<file path="src/rtl/fns_dec_seq.sv">
// Fibonacci-numeral-system codeword decoder.
// Accepts one N-bit FNS codeword over a valid/ready handshake and accumulates its weighted
// value serially, MSB first, one bit per cycle. Also flags codewords that are not
// forbidden-pattern-free (contain 010 or 101 anywhere). The result is held on a valid/ready
// output port until the sink takes it.
module fns_dec_seq #(
  parameter int unsigned N      = 7,
  parameter int unsigned DATA_W = 6
) (
  input  logic              clk,
  input  logic              rst,
  input  logic              in_valid,
  output logic              in_ready,
  input  logic [N-1:0]      codein,
  output logic              out_valid,
  input  logic              out_ready,
  output logic [DATA_W-1:0] dataout,
  output logic              fpf_err
);

  localparam int unsigned IdxW = (N > 1) ? $clog2(N) : 1;

  localparam logic [1:0] StIdle = 2'd0;
  localparam logic [1:0] StBusy = 2'd1;
  localparam logic [1:0] StDone = 2'd2;

  // Fibonacci weight of bit k: 1, 1, 2, 3, 5, ... Evaluated at elaboration only.
  function automatic logic [DATA_W-1:0] fib_weight(input int unsigned k);
    logic [DATA_W-1:0] a;
    logic [DATA_W-1:0] b;
    logic [DATA_W-1:0] t;
    a = {{(DATA_W-1){1'b0}}, 1'b1};
    b = {{(DATA_W-1){1'b0}}, 1'b1};
    for (int unsigned i = 2; i <= k; i++) begin
      t = a + b;
      a = b;
      b = t;
    end
    return b;
  endfunction

  logic [DATA_W-1:0] weight [N];

  for (genvar k = 0; k < N; k++) begin : g_weight
    assign weight[k] = fib_weight(k);
  end

  logic [1:0]        state_q, state_d;
  logic [N-1:0]      code_q, code_d;
  logic [DATA_W-1:0] acc_q, acc_d;
  logic [IdxW-1:0]   idx_q, idx_d;
  logic              err_q, err_d;
  logic              in_ready_d;
  logic              out_valid_d;
  logic [DATA_W-1:0] dataout_d;
  logic              fpf_err_d;

  logic              win_err;
  logic [DATA_W-1:0] term;
  logic [DATA_W-1:0] acc_sum;

  // Any 3-bit window equal to 010 or 101 makes the incoming codeword non-FPF.
  always_comb begin
    win_err = 1'b0;
    for (int unsigned k = 0; k + 2 < N; k++) begin
      if (codein[k +: 3] == 3'b010 || codein[k +: 3] == 3'b101) begin
        win_err = 1'b1;
      end
    end
  end

  // Weight contributed by the bit currently addressed by idx_q (mux, no multiplier).
  always_comb begin
    term = '0;
    for (int unsigned k = 0; k < N; k++) begin
      if (idx_q == IdxW'(k) && code_q[k]) begin
        term = weight[k];
      end
    end
  end

  assign acc_sum = acc_q + term;

  // Next-state logic for the IDLE -> BUSY -> DONE sequence.
  always_comb begin
    state_d     = state_q;
    code_d      = code_q;
    acc_d       = acc_q;
    idx_d       = idx_q;
    err_d       = err_q;
    in_ready_d  = in_ready;
    out_valid_d = out_valid;
    dataout_d   = dataout;
    fpf_err_d   = fpf_err;

    case (state_q)
      StIdle: begin
        if (in_valid && in_ready) begin
          code_d     = codein;
          acc_d      = '0;
          idx_d      = IdxW'(N - 1);
          err_d      = win_err;
          in_ready_d = 1'b0;
          state_d    = StBusy;
        end
      end
      StBusy: begin
        acc_d = acc_sum;
        if (idx_q == '0) begin
          // Last bit: publish the result directly so out_valid rises N edges after accept.
          dataout_d   = acc_sum;
          fpf_err_d   = err_q;
          out_valid_d = 1'b1;
          state_d     = StDone;
        end else begin
          idx_d = idx_q - IdxW'(1);
        end
      end
      StDone: begin
        if (out_valid && out_ready) begin
          out_valid_d = 1'b0;
          in_ready_d  = 1'b1;
          state_d     = StIdle;
        end
      end
      default: begin
        out_valid_d = 1'b0;
        in_ready_d  = 1'b1;
        state_d     = StIdle;
      end
    endcase
  end

  // State and registered outputs, synchronous active-high reset.
  always_ff @(posedge clk) begin
    if (rst) begin
      state_q   <= StIdle;
      code_q    <= '0;
      acc_q     <= '0;
      idx_q     <= '0;
      err_q     <= 1'b0;
      in_ready  <= 1'b1;
      out_valid <= 1'b0;
      dataout   <= '0;
      fpf_err   <= 1'b0;
    end else begin
      state_q   <= state_d;
      code_q    <= code_d;
      acc_q     <= acc_d;
      idx_q     <= idx_d;
      err_q     <= err_d;
      in_ready  <= in_ready_d;
      out_valid <= out_valid_d;
      dataout   <= dataout_d;
      fpf_err   <= fpf_err_d;
    end
  end

endmodule

</file>
<file path="config.mk">
export PLATFORM = sky130hd
export DESIGN_NAME = fns_dec_seq
export DESIGN_NICKNAME = d
export VERILOG_FILES = /design/src/rtl/fns_dec_seq.sv
export SDC_FILE = /design/constraint.sdc
export NUM_CORES = 1
export LEC_CHECK = 0
export CORE_MARGIN = 5
export CORE_UTILIZATION = 48
export CTS_CLUSTER_SIZE = 25
export DETAILED_ROUTE_END_ITERATION = 10
export MAX_ROUTING_LAYER = met4
export PLACE_DENSITY = 0.71
export SLEW_MARGIN = 20
export SYNTH_ARGS = -nofsm -noshare
export SYNTH_HDL_FRONTEND = slang
export SYNTH_SLANG_ARGS = --single-unit
export TNS_END_PERCENT = 5
</file>
<file path="constraint.sdc">
create_clock -name clk -period 3.1 [get_ports clk]
set_clock_uncertainty 0.1 [all_clocks]
set_input_delay 0.62 -clock clk [delete_from_list [all_inputs] [get_ports clk]]
set_output_delay 0.62 -clock clk [all_outputs]
set_load 0.03 [all_outputs]
</file>
**Word-level counts from Yosys, hierarchy flattened**

Index checks and enable logic that the tools add are counted.

- Register bits after elaboration: 28
- Logic and storage cells: 86

- Add/subtract/negate cells: 2
- Eq/ne operators: 22
- Multiplexer cells: 27
- Bitwise operators: 2
- Reduce and logical (&&, ||, !) cells: 24

Operator list:

| cell | count |
|---|---|
| $mux 6 | 7 |
| $eq 3x3->1 const B | 8 |
| $eq 3x2->1 const B | 7 |
| $pmux 6 s2 | 1 |
| $reduce_and 3->1 | 4 |
| $mux 1 | 10 |
| $logic_and 1x1->1 | 9 |
| $ne 2x2->1 const B | 4 |
| $add 6x6->6 | 1 |
| $mux 2 | 3 |
| $mux 3 | 2 |
| $pmux 1 s3 | 2 |
| $pmux 2 s3 | 1 |
| $pmux 3 s2 | 1 |
| $reduce_and 2->1 | 3 |
| $logic_or 1x1->1 | 5 |
| $eq 3x1->1 const B | 1 |
| $logic_not 3->1 | 1 |
| $sub 3x1->3 const B | 1 |
| $eq 2x1->1 const B | 1 |
| $eq 2x2->1 const B | 1 |
| $logic_not 2->1 | 1 |
| $not 1->1 | 2 |
| $reduce_bool 2->1 | 1 |

**Longest topological paths before layout**

- Word-level depth: 11
- Gate-level depth with buffers: 11

**Least setup slack after synthesis**

OpenSTA, ideal clock, no wires.

- Path kind: flip-flop to flip-flop
- Start point: register idx_q[0]
- End point: register acc_q[4]
- Setup time: 70 ps
- Data arrival time: 2,388 ps
- Data required time: 2,930 ps
- Path slack: 541 ps
- Cell stages (with the launch flop): 12
- Buffers on the path: 0
- Path through: dfxtp_1 > inv_1 > ha_1 > a22o_1 > a221oi_1 > a21oi_1 > ha_1 > fa_1 > a21o_1 > a211oi_1 > o21ai_1 > a21oi_1

- Longest elaborated chain between the ends: 11
- Elaborated cells between the ends (all ways): 23
- Classes of those cells: 1 x add/sub; 6 x eq/ne; 8 x mux; 8 x reduce/logical

RTL lines:

| element | line | RTL |
|---|---|---|
| start: declaration | 51 | `logic [IdxW-1:0] idx_q, idx_d;` |
| start signal: assignment | 150 | `idx_q <= idx_d;` |
| $logic_not 3->1 | 76 | `if (idx_q == IdxW'(k) && code_q[k]) begin` |
| $logic_and 1x1->1 | 76 |  |
| $mux 1 | 76 |  |
| $mux 6 (5 in a row) | 76 |  |
| $mux 6 (*) | 76 |  |
| $add 6x6->6 (*) | 82 | `assign acc_sum = acc_q + term;` |
| $pmux 6 s2 (*) | 96 | `case (state_q)` |
| end signal: assignment | 139 | `acc_q <= '0;` |
| end signal: assignment | 149 | `acc_q <= acc_d;` |
| end: declaration | 50 | `logic [DATA_W-1:0] acc_q, acc_d;` |

Every way passes the cells marked *; elsewhere a longest branch is shown, timed or not.
A chain may end at the register's enable or synchronous reset.

**Worst setup path after layout**

Same ends and word-level chain as after synthesis.

==> metrics.txt <==
clk sinks 28; GR Util met2 27.63%; FMAX 354.7 MHz; mux contribution to synthesized area 0.6623%; cell depth of the worst hold path 2; CP Max Fanout 5; Power Internal 608.4 uW; vias per cell 5.536; async set-reset flop share out of synthesis 0%; post-route insts no fill 239; YS warnings 0; Critical path buffers and inverters 1; Seq pwr share 47.9%; Synth cell types 40; Fin. Hold Viols 0; syn_nets 202; CTS tree done; Core Area 3028 um2; HP Class flip-flop to flip-flop; IO Count 20; hold_buf cts 0; Setup CP Type flip-flop to flip-flop; crit-path max cell delay 0.41 ns; number of synthesized flops with an enable pin 0; worst-case reg-to-reg path depth 11; critical path arrival 2.99 ns; Yosys reg bits 28; max-cap viol count 0; Die Height 66.12 um; Placer Congestion 0.7557; fin util 58.18%; die width 66.12 um; Synth Area in Simple Gates 27.07%; Post-Synthesis Cell Area 1511 um2; Clk pwr share 27.8%; DR pass1 iterations 4; Pleak 0.0006868 uW; Worst Max-Slew Pin Slew 0.5808 ns; post-synthesis sequential area ratio 37.09%; Crit. path cell count 11; sw frac 30.52%; gr ovfl total 0; Crit path max-delay family compound AO/OA/AOI/OAI gates; post-synthesis compound-gate area fraction 19.95%; Main synth FF type dfxtp_1; Inst Count DP 235; Final period util 90.96%; cells along the critical path inv_1 > ha_1 > a22o_1 > a221oi_1 > a21oi_1 > ha_1 > fa_1 > a21o_1 > a211oi_1 > o21ai_1 > a21oi_1; Fill cells 286; number of diodes 0; first-pass GRT wire length 5609 um; number of global-route vias before repair 1238; Fin Setup TNS 0 ns; slowest CP cell fa_1; Synth Area in Adders 8.775%; synthesized instance count 181; Power per Cell Area 497.1 nW/um2; XOR/XNOR Fraction of Synth Area 0.5795%; final hold slack 0.3642 ns; CP endpoint kind flip-flop; Tmin final 2.820 ns; Final ANT Viol Nets 0; Peak VDD IR 0.2779 mV; total track usage 16.79%; htree depth 1; final wirelength 3314 um; Slew HR 61.07%; Layout Nets 217; clock-pin transition on the worst setup and hold timing paths 0.16 ns; WP data required 3.27 ns; storage element area 560.5 um2; cts repair resizes 0; clock latency on the worst-skew pair 0.34 ns; RSZ-0062 raised after global routing false; main combinational cell family by area after synthesis simple AND/OR/NAND/NOR gates; GRT met1 Usage 21.11%; per-cell routed wire length 13.87 um; Layout area overhead 16.56%; root buffer cell clkbuf_4; Die ar. 4371 um2; outcome finished, final reports clean; most used routing layer met2; Post-Syn Area per Cell 8.351 um2; GR Util met3 2.041%; FF-to-FF setup slack 0.28 ns; site row count 20; initial antenna violation count 0; postcts setup bufs 0; NetSw 267.3 uW; Max clock buf depth 2; DP HPWL 2453 um; max-slew violation count 0; detailed-route DRC error count 0; initial DRC count 63; largest net degree at the start of global routing 19; share of layout cells above drive strength 1 4.103%; Comb power frac 24.3%; IO Port Bufs 19; CTS buffer count 3; routed via count 1323; Starting Density 49.92%; final setup violation count 0; multi-input gate area in the final layout 862.1 um2; Worst Setup Start Kind flip-flop
==> cell families after synthesis <==
family	after synthesis
buffers and inverters	18
xor gates and xnor gates	1
and+or+nand+nor	75
AOI/OAI and AO/OA	48
muxes	1
adders and majority gates	10
DFF	28
==> cell usage after synthesis (3+ instances only) <==
library cell,number,share of area [%]
nand4b_1,5,2.9
nand2b_1,4,1.7
ha_1,9,7.5
nor3_1,4,1.3
buf_2,5,1.7
clkbuf_1,4,0.99
o21ai_0,3,0.99
a211oi_1,4,2.0
a21o_1,3,1.5
nor2_1,6,1.5
nand3_1,5,1.7
dfxtp_1,28,37
nand3b_1,4,2.0
a21oi_1,23,7.6
nand2_1,32,7.9
or4_1,3,1.5
inv_1,7,1.7
==> path summary, 6_finish.rpt <==
kind                                  from    endpoint
worst min register to register  dataout[1]  dataout[1]
worst min-delay path            dataout[1]  dataout[1]
worst max register to register    idx_q[0]    acc_q[4]
worst max-delay path              idx_q[0]    acc_q[4]
==> flip-flops by register name, summed over array words and instances (netlist names) <==
register / cells
dataout: 6
code_q: 7
fpf_err: 1
idx_q: 3
in_ready: 1
err_q: 1
out_valid: 1
acc_q: 6
state_q: 2
==> worst register-to-register path, stage by stage, from the launching register on <==
cell and delay, ns:
dfxtp_1 0.40, inv_1 0.11, ha_1 0.26, a22o_1 0.24
a221oi_1 0.27, a21oi_1 0.08, ha_1 0.22, fa_1 0.41
a21o_1 0.19, a211oi_1 0.25, o21ai_1 0.09, a21oi_1 0.14
==> layout by cell type, fill, tap and decap left out, types with 5 or more instances in the layout <==
cell type        synthesis  routed
nand2_1                 32      32
dfxtp_1                 28      28
a21oi_1                 23      23
clkdlybuf4s50_1          0      19
ha_1                     9       9
inv_1                    7       7
nor2_1                   6       6
nand4b_1                 5       5
nand3_1                  5       5
==> final cells by class <==
type	instances	area share [%]
tap	44	3.125
clock buffer	3	1.278
inverter	7	1.491
clock inverter	1	1.705
sequential	28	31.82
timing repair buffer	21	11.65
multi-input combinational	135	48.93
==> power groups by stage <==
stage	combinational (uW)	clock [uW]	sequential (uW)
after global placement	208	0	426
final	213	243	420
after detailed placement	213	0	427
after global routing	233	261	426
after floorplan	156	0	426
after CTS	214	249	419
==> metal layers <==
layer	part of all wire, %	vias up	routed length [um]
li1	-	675	-
met1	46	608	1534
met2	48	35	1586
met3	4.3	5	141
met4	1.5	0	51
met5	0	-	0
==> through the flow <==
step	instance area (um2)	total power, uW	setup slack (ns)
3_5_place_dp	1709	640.6	0.3215
2_1_floorplan	1511	582.3	0.5412
3_3_place_gp	1709	633.3	0.4321
6_report	1762	875.7	0.2803
5_1_grt	1762	920.1	0.09888
4_1_cts	1762	882.1	0.2761
Power figures use the tool's default switching activity.
